===== src/rtl/spi_pkg.sv =====
// Shared definitions for the SPI responder: register map, STATUS bit
// positions, FIFO sizing defaults and the frame FSM state encoding.
package spi_pkg;

  localparam int SPI_FDEPTH = 4;
  localparam int SPI_FAW    = 2;

  localparam logic [1:0] ADDR_TXDATA = 2'd0;
  localparam logic [1:0] ADDR_RXDATA = 2'd1;
  localparam logic [1:0] ADDR_STATUS = 2'd2;

  localparam int STAT_TXFULL  = 0;
  localparam int STAT_DATARDY = 1;
  localparam int STAT_RXOVF   = 2;
  localparam int STAT_TXUNDER = 3;
  localparam int STAT_TXOVF   = 4;
  localparam int STAT_TXEMPTY = 5;
  localparam int STAT_SSACT   = 6;

  typedef enum logic [1:0] {
    ST_IDLE  = 2'd0,
    ST_LOAD  = 2'd1,
    ST_SHIFT = 2'd2
  } spi_state_t;

endpackage


===== src/rtl/sync_fifo.sv =====
// Small synchronous FIFO with a combinational head.
// Handshake: push/pop are single-cycle strobes. A pop is taken only when
// the FIFO is not empty; a push is taken when the FIFO is not full, or when
// it is full but a pop is taken in the same cycle (count then unchanged).
// Untaken strobes are silently ignored; callers flag overflow themselves.
module sync_fifo #(
  parameter int W     = 8,
  parameter int DEPTH = 4,
  parameter int AW    = 2
) (
  input  logic         clk,
  input  logic         reset,
  input  logic         push,
  input  logic         pop,
  input  logic [W-1:0] wdata,
  output logic [W-1:0] rdata,
  output logic         full,
  output logic         empty
);

  localparam logic [AW:0] DEPTH_C = (AW+1)'(DEPTH);

  logic [W-1:0]  mem [DEPTH];
  logic [AW-1:0] wr_ptr;
  logic [AW-1:0] rd_ptr;
  logic [AW:0]   count;
  logic          do_push;
  logic          do_pop;

  assign empty   = (count == '0);
  assign full    = (count == DEPTH_C);
  assign do_pop  = pop && !empty;
  assign do_push = push && (!full || do_pop);
  assign rdata   = mem[rd_ptr];

  // Storage array; contents only matter between push and pop.
  always_ff @(posedge clk) begin
    if (do_push) mem[wr_ptr] <= wdata;
  end

  // Pointer and occupancy tracking; pointers wrap naturally.
  always_ff @(posedge clk or posedge reset) begin
    if (reset) begin
      wr_ptr <= '0;
      rd_ptr <= '0;
      count  <= '0;
    end else begin
      if (do_push) wr_ptr <= wr_ptr + AW'(1);
      if (do_pop)  rd_ptr <= rd_ptr + AW'(1);
      case ({do_push, do_pop})
        2'b10:   count <= count + (AW+1)'(1);
        2'b01:   count <= count - (AW+1)'(1);
        default: count <= count;
      endcase
    end
  end

endmodule


===== src/rtl/spi_slave_regs.sv =====
// SPI mode-0 responder with an 8-bit, 2-bit-address register interface.
// MOSI bytes land in an RX FIFO, MISO bytes come from a TX FIFO. All SPI
// pins are synchronised into clk; the bus side is fully synchronous.
module spi_slave_regs
  import spi_pkg::*;
#(
  parameter int FDEPTH = SPI_FDEPTH,
  parameter int FAW    = SPI_FAW
) (
  input  logic       clk,
  input  logic       reset,
  input  logic [7:0] din,
  output logic [7:0] dout,
  input  logic       wren,
  input  logic       rden,
  input  logic [1:0] addr,
  input  logic       sclk,
  input  logic       ss_n,
  input  logic       mosi,
  output logic       miso,
  output logic       miso_oe,
  output logic [1:0] state_dbg
);

  spi_state_t state, state_next;

  logic       sclk_s1, sclk_s2, sclk_s3;
  logic       mosi_s1, mosi_s2;
  logic       ss_s1, ss_s2, ss_d;
  logic [1:0] ss_vld;
  logic       sclk_rise, sclk_fall, ss_fall, ss_rise;

  logic [7:0] tx_sr;
  logic [6:0] rx_sr;
  logic [2:0] bitcnt;
  logic       rxovf, txunder, txovf;

  logic       load_tx, rx_push, shift_in, shift_out;
  logic [7:0] rx_byte, tx_head, status;

  logic       tx_push, tx_full, tx_empty;
  logic [7:0] tx_rdata;
  logic       rx_pop, rx_full, rx_empty;
  logic [7:0] rx_rdata;
  logic       clr_wr;

  // Pin synchronisers. ss_n flops reset to "deselected" so miso_oe is low
  // in reset; ss_d only follows ss_s2 once the chain holds real pin samples,
  // so a select that is already low when reset ends is never seen as a fall.
  always_ff @(posedge clk or posedge reset) begin
    if (reset) begin
      sclk_s1 <= 1'b0;
      sclk_s2 <= 1'b0;
      sclk_s3 <= 1'b0;
      mosi_s1 <= 1'b0;
      mosi_s2 <= 1'b0;
      ss_s1   <= 1'b1;
      ss_s2   <= 1'b1;
      ss_vld  <= 2'b00;
      ss_d    <= 1'b0;
    end else begin
      sclk_s1 <= sclk;
      sclk_s2 <= sclk_s1;
      sclk_s3 <= sclk_s2;
      mosi_s1 <= mosi;
      mosi_s2 <= mosi_s1;
      ss_s1   <= ss_n;
      ss_s2   <= ss_s1;
      ss_vld  <= {ss_vld[0], 1'b1};
      ss_d    <= ss_vld[1] ? ss_s2 : 1'b0;
    end
  end

  assign sclk_rise = sclk_s2 && !sclk_s3;
  assign sclk_fall = !sclk_s2 && sclk_s3;
  assign ss_fall   = ss_d && !ss_s2;
  assign ss_rise   = !ss_d && ss_s2;
  assign miso_oe   = !ss_s2;
  assign miso      = tx_sr[7];
  assign state_dbg = state;

  assign rx_byte = {rx_sr, mosi_s2};
  assign tx_head = tx_empty ? 8'h00 : tx_rdata;

  // FSM state register.
  always_ff @(posedge clk or posedge reset) begin
    if (reset) state <= ST_IDLE;
    else       state <= state_next;
  end

  // Next state and per-cycle datapath strobes; deselect wins over everything.
  // The falling edge right after a (re)load is the trailing edge of the
  // previous bit, so it must not shift the freshly loaded byte.
  always_comb begin
    state_next = state;
    load_tx    = 1'b0;
    rx_push    = 1'b0;
    shift_in   = 1'b0;
    shift_out  = 1'b0;
    if (ss_rise) begin
      state_next = ST_IDLE;
    end else begin
      case (state)
        ST_IDLE: if (ss_fall) state_next = ST_LOAD;
        ST_LOAD: begin
          load_tx    = 1'b1;
          state_next = ST_SHIFT;
        end
        ST_SHIFT: begin
          if (sclk_rise) begin
            shift_in = 1'b1;
            if (bitcnt == 3'd7) begin
              rx_push = 1'b1;
              load_tx = 1'b1;
            end
          end else if (sclk_fall && bitcnt != 3'd0) begin
            shift_out = 1'b1;
          end
        end
        default: state_next = ST_IDLE;
      endcase
    end
  end

  // Shift registers and bit counter; miso is the top of tx_sr.
  always_ff @(posedge clk or posedge reset) begin
    if (reset) begin
      tx_sr  <= 8'h00;
      rx_sr  <= 7'h00;
      bitcnt <= 3'd0;
    end else if (ss_rise) begin
      tx_sr  <= 8'h00;
      rx_sr  <= 7'h00;
      bitcnt <= 3'd0;
    end else begin
      if (load_tx)        tx_sr <= tx_head;
      else if (shift_out) tx_sr <= {tx_sr[6:0], 1'b0};
      if (state == ST_LOAD) bitcnt <= 3'd0;
      if (shift_in) begin
        rx_sr  <= rx_byte[6:0];
        bitcnt <= bitcnt + 3'd1;
      end
    end
  end

  assign tx_push = wren && (addr == ADDR_TXDATA);
  assign rx_pop  = rden && (addr == ADDR_RXDATA);
  assign clr_wr  = wren && (addr == ADDR_STATUS);

  // Sticky error flags: write-1-to-clear, but a new event in the same
  // cycle as the clear keeps the flag set.
  always_ff @(posedge clk or posedge reset) begin
    if (reset) begin
      rxovf   <= 1'b0;
      txunder <= 1'b0;
      txovf   <= 1'b0;
    end else begin
      if (clr_wr && din[STAT_RXOVF])   rxovf   <= 1'b0;
      if (clr_wr && din[STAT_TXUNDER]) txunder <= 1'b0;
      if (clr_wr && din[STAT_TXOVF])   txovf   <= 1'b0;
      if (rx_push && rx_full && !(rx_pop && !rx_empty)) rxovf   <= 1'b1;
      if (load_tx && tx_empty)                          txunder <= 1'b1;
      if (tx_push && tx_full && !(load_tx && !tx_empty)) txovf  <= 1'b1;
    end
  end

  // STATUS register assembly.
  always_comb begin
    status               = 8'h00;
    status[STAT_TXFULL]  = tx_full;
    status[STAT_DATARDY] = !rx_empty;
    status[STAT_RXOVF]   = rxovf;
    status[STAT_TXUNDER] = txunder;
    status[STAT_TXOVF]   = txovf;
    status[STAT_TXEMPTY] = tx_empty;
    status[STAT_SSACT]   = !ss_s2;
  end

  // Bus read mux; TXDATA is write-only and address 3 is reserved.
  always_comb begin
    dout = 8'h00;
    if (rden) begin
      case (addr)
        ADDR_RXDATA: dout = rx_empty ? 8'h00 : rx_rdata;
        ADDR_STATUS: dout = status;
        default:     dout = 8'h00;
      endcase
    end
  end

  sync_fifo #(.W(8), .DEPTH(FDEPTH), .AW(FAW)) u_tx_fifo (
    .clk   (clk),
    .reset (reset),
    .push  (tx_push),
    .pop   (load_tx),
    .wdata (din),
    .rdata (tx_rdata),
    .full  (tx_full),
    .empty (tx_empty)
  );

  sync_fifo #(.W(8), .DEPTH(FDEPTH), .AW(FAW)) u_rx_fifo (
    .clk   (clk),
    .reset (reset),
    .push  (rx_push),
    .pop   (rx_pop),
    .wdata (rx_byte),
    .rdata (rx_rdata),
    .full  (rx_full),
    .empty (rx_empty)
  );

endmodule


===== config.mk =====
export PLATFORM = sky130hd
export DESIGN_NAME = spi_slave_regs
export DESIGN_NICKNAME = d
export VERILOG_FILES = /design/src/rtl/spi_pkg.sv /design/src/rtl/sync_fifo.sv /design/src/rtl/spi_slave_regs.sv
export SDC_FILE = /design/constraint.sdc
export NUM_CORES = 1
export LEC_CHECK = 0
export CAP_MARGIN = 20
export CELL_PAD_IN_SITES_DETAIL_PLACEMENT = 2
export CELL_PAD_IN_SITES_GLOBAL_PLACEMENT = 2
export CORE_MARGIN = 2
export CORE_UTILIZATION = 47
export CTS_CLUSTER_SIZE = 14
export DETAILED_ROUTE_END_ITERATION = 16
export GPL_ROUTABILITY_DRIVEN = 0
export PLACE_DENSITY_LB_ADDON = 0.05
export SLEW_MARGIN = 10
export SYNTH_ARGS = -nofsm -noshare
export SYNTH_HDL_FRONTEND = slang
export SYNTH_HIERARCHICAL = 1
export SYNTH_SLANG_ARGS = --single-unit
export TNS_END_PERCENT = 20

===== constraint.sdc =====
create_clock -name clk -period 4.9 [get_ports clk]
set_input_delay 1.47 -clock clk [delete_from_list [all_inputs] [get_ports clk]]
set_output_delay 1.47 -clock clk [all_outputs]
set_load 0.02 [all_outputs]

==> summary.md <==
| Metric | Value |
|---|---|
| Worst path required time | `3.43 ns` |
| Die height | `105 um` |
| Outcome | `complete, no violations` |
| Final HPWL DP | `7.96 mm` |
| Maximum clock frequency | `0.215 GHz` |
| TritonCTS sink count | `111` |
| Crit path max fanout | `3` |
| Clock input transition at the sequential cells of the worst setup and hold paths | `0.10 ns` |
| Maximum number of pins on one net before global-route repair | `25` |
| Via count normalized by instance count | `5.44` |
| Count of boundary I/O pins | `29` |
| Period minus WS final | `4.64 ns` |
| Crit. End Element | `output pin` |
| Post-detailed-routing wire length | `10.8 mm` |
| Sort of element at the start of the critical path | `input port` |
| Slew Limit Fails | `0` |
| Most frequent standard cell in the layout excluding fill and tap cells | `sky130_fd_sc_hd__edfxtp_1` |
| Wirelength per Cell | `22.3 um` |
| Synthesis warning total | `6` |
| Worst IR Drop VDD | `311 uV` |
| Number of CTS-inserted buffers | `9` |
| CTS root buffer | `sky130_fd_sc_hd__clkbuf_8` |
| Via count of the first global-routing pass | `3055` |
| Total congestion overflow after global routing | `0` |
| Number of hold violations in the final report | `0` |
| DRT iter0 DRCs | `96` |
| Reported max-cap violation count | `0` |
| Via count | `2642` |
| Pre-Repair DR Iteration Count | `4` |
| Slew at the pin closest to its max-slew limit | `0.936 ns` |
| Post-route fraction of the period consumed by the critical path | `0.948` |
| Global-route total usage across every layer | `0.215` |
| Reg-to-Reg End | `u_tx_fifo/count[2]$_DFFE_PP0P_` |
| Distinct cell type count of the synthesized netlist | `42` |
| Static Leakage | `0.00223 uW` |
| Critical path's slowest cell | `sky130_fd_sc_hd__clkdlybuf4s50_1` |
| Number of flip-flops and latches in the synthesized netlist | `111` |
| Timing startpoint of the critical path | `addr[1]` |
| Most frequent cells in the layout | `sky130_fd_sc_hd__edfxtp_1 (64), sky130_fd_sc_hd__dfrtp_1 (45), sky130_fd_sc_hd__inv_1 (37)` |
| Setup bufs post-CTS | `0` |
| Die W | `105 um` |
| # diodes | `0` |
| Hold Crit Class | `register to register` |
| Quantity of I/O buffers inserted on ports | `28` |
| Antenna violations before repair | `0` |
| Critical path capture point | `dout[0]` |
| Layout overhead on the synthesized area | `13.2%` |
| Chain of cells forming the critical path | `clkdlybuf4s50_1, inv_1, ha_1, nor2b_1, buf_4, a22oi_1, nor2_1, dlygate4sd2_1` |
| DRC violations left | `0` |
| Slowest stage delay, CP | `0.48 ns` |
| Reg2Reg Launch Point | `state_dbg[0]$_DFFE_PP0P_` |
| Area of the core region | `10100 um^2` |
| Critical path arrival | `3.17 ns` |
| Number of nets at the end of the flow | `384` |
| Total standard cell area after synthesis | `4840 um^2` |
| Placed standard-cell area | `5290 um^2` |
| Post-Syn Instances | `310` |
| Areal power density over the cells | `453 nW/um^2` |
| Antenna-violating nets left | `0` |
| Net count after synthesis | `349` |
| Clock Tree Buf Depth | `2` |
| Worst-case headroom to the max-slew limit | `0.375` |
| TNS Setup | `0 ns` |
| TritonCTS clock tree | `built` |
| Type of the worst setup path | `input port to output pin` |
| Depth of the worst register-to-register path | `12` |
| Largest clock skew in the final design | `0.00868 ns` |
| Unrepaired setup endpoints after global routing | `false` |
| Total die area | `11100 um^2` |
| Fraction of layout instances using a drive strength above 1 | `0.189` |
| Register-to-Register Setup Slack | `1.63 ns` |
| Portion of the post-synthesis area used by sequential elements | `0.641` |
| Count of final setup violators | `0` |
| Number of H-tree levels | `3` |
| Clock latency at the later pin of the worst-skew pair | `0.38 ns` |
| Total non-filler cell area in the finished layout | `5480 um^2` |
| Initial standard-cell utilization of the core | `0.477` |
| Standard-cell row count | `37` |
| Wire length of the first global-routing pass | `17.7 mm` |
| Average size of a mapped cell | `15.6 um^2` |
final cells by class:
cell class | count | area (um^2)
fill | 902 | 4660
sequential | 111 | 3100
multi-input combinational | 153 | 1560
timing repair buffer | 32 | 300
tap | 136 | 170
inverter | 38 | 143
clock buffer | 9 | 124
clock inverter | 7 | 78.8
synthesized netlist by cell type, drive strengths merged:
library cell / count / area share
conb: 1 / 0.00077
o31a: 2 / 0.0041
edfxtp: 64 / 0.40
fa: 2 / 0.0083
or3: 1 / 0.0016
buf: 6 / 0.0057
a211o: 2 / 0.0041
ha: 20 / 0.052
mux2i: 2 / 0.0041
nor2: 9 / 0.0070
a31oi: 1 / 0.0013
nor3: 3 / 0.0031
a2111oi: 2 / 0.011
a2bb2oi: 2 / 0.0036
and2: 14 / 0.020
a21oi: 2 / 0.0028
nand4b: 1 / 0.0018
and4: 2 / 0.0039
xor2: 6 / 0.011
a22oi: 6 / 0.0093
inv: 38 / 0.029
nand3: 3 / 0.0031
a32o: 3 / 0.0062
or3b: 2 / 0.0036
o211a: 5 / 0.010
a22o: 10 / 0.018
dfrtp: 45 / 0.23
nand2: 10 / 0.0078
dfstp: 2 / 0.011
o21ai: 8 / 0.0083
mux4: 16 / 0.074
nor2b: 1 / 0.0013
clkbuf: 2 / 0.0016
o21a: 2 / 0.0062
mux2: 9 / 0.022
xnor2: 6 / 0.011
worst min-delay path by stage:
stage	start	to	cells past startpoint
2_1_floorplan	mosi_s1$_DFF_PP0_	mosi_s2$_DFF_PP0_	0
3_3_place_gp	ss_vld[0]$_DFF_PP0_	ss_vld[1]$_DFF_PP0_	0
3_5_place_dp	ss_vld[0]$_DFF_PP0_	ss_vld[1]$_DFF_PP0_	0
4_1_cts	ss_vld[0]$_DFF_PP0_	ss_vld[1]$_DFF_PP0_	0
5_1_grt	ss_s1$_DFF_PP1_	ss_s2$_DFF_PP1_	0
6_report	ss_vld[0]$_DFF_PP0_	ss_vld[1]$_DFF_PP0_	0
layer usage:
layer	GRT usage	part of all wire	routed length, um
met1	0.288	0.46	4960
met2	0.359	0.50	5430
met3	0.0396	0.022	235
met4	0.0657	0.018	194
met5	0	0	0
flip-flops by register name (all words and copies together) (netlist names), 2 cells and up:
signal / count
u_rx_fifo/count: 3
state_dbg: 2
u_rx_fifo/wr_ptr: 2
u_rx_fifo/mem: 32
bitcnt: 3
ss_vld: 2
rx_sr: 7
u_tx_fifo/wr_ptr: 2
u_rx_fifo/rd_ptr: 2
u_tx_fifo/mem: 32
u_tx_fifo/rd_ptr: 2
u_tx_fifo/count: 3
tx_sr: 8
metrics by stage:
stage / hold slack [ns] / setup WS (ns) / cells / power (uW) / utilization
floorplan: 0.331 / 0.986 / 310 / 1710 / -
global placement: 0.332 / 0.0895 / 470 / 1890 / 0.521
detailed placement: 0.338 / -0.0163 / 470 / 1940 / 0.521
CTS: 0.363 / 0.226 / 486 / 2510 / 0.540
global route: 0.372 / 0.103 / 486 / 2620 / 0.540
finish: 0.362 / 0.256 / 486 / 2480 / 0.540
critical path, delay by kind of cell:
| family | cells | cell delay [ns] |
|---|---|---|
| buffers and inverters | 4 | 1.05 |
| adder cells (fa/ha/maj) | 1 | 0.23 |
| AND/OR/NAND/NOR | 2 | 0.23 |
| AO/OA/AOI/OAI | 1 | 0.18 |
logic make-up after synthesis:
logic type,after synthesis,synth area share
adder cells (fa/ha/maj),22,0.0600
flip-flops,111,0.641
XOR/XNOR,12,0.0217
other,1,0.000775
multiplexers,27,0.101
AND/OR/NAND/NOR,46,0.0533
AO/OA/AOI/OAI,45,0.0858
buffers and inverters,46,0.0367
report_power, final:
part / switching [uW] / internal, uW
logic: 307 / 335
clock network: 325 / 243
registers: 167 / 1100
total: 800 / 1680
repair_timing:
item / CTS / global route
hold buffers: 0 / 0
gates resized for setup: 8 / 0
endpoints found under the setup margin: 8 / 0
No activity file was read; power rests on OpenSTA's default activity.
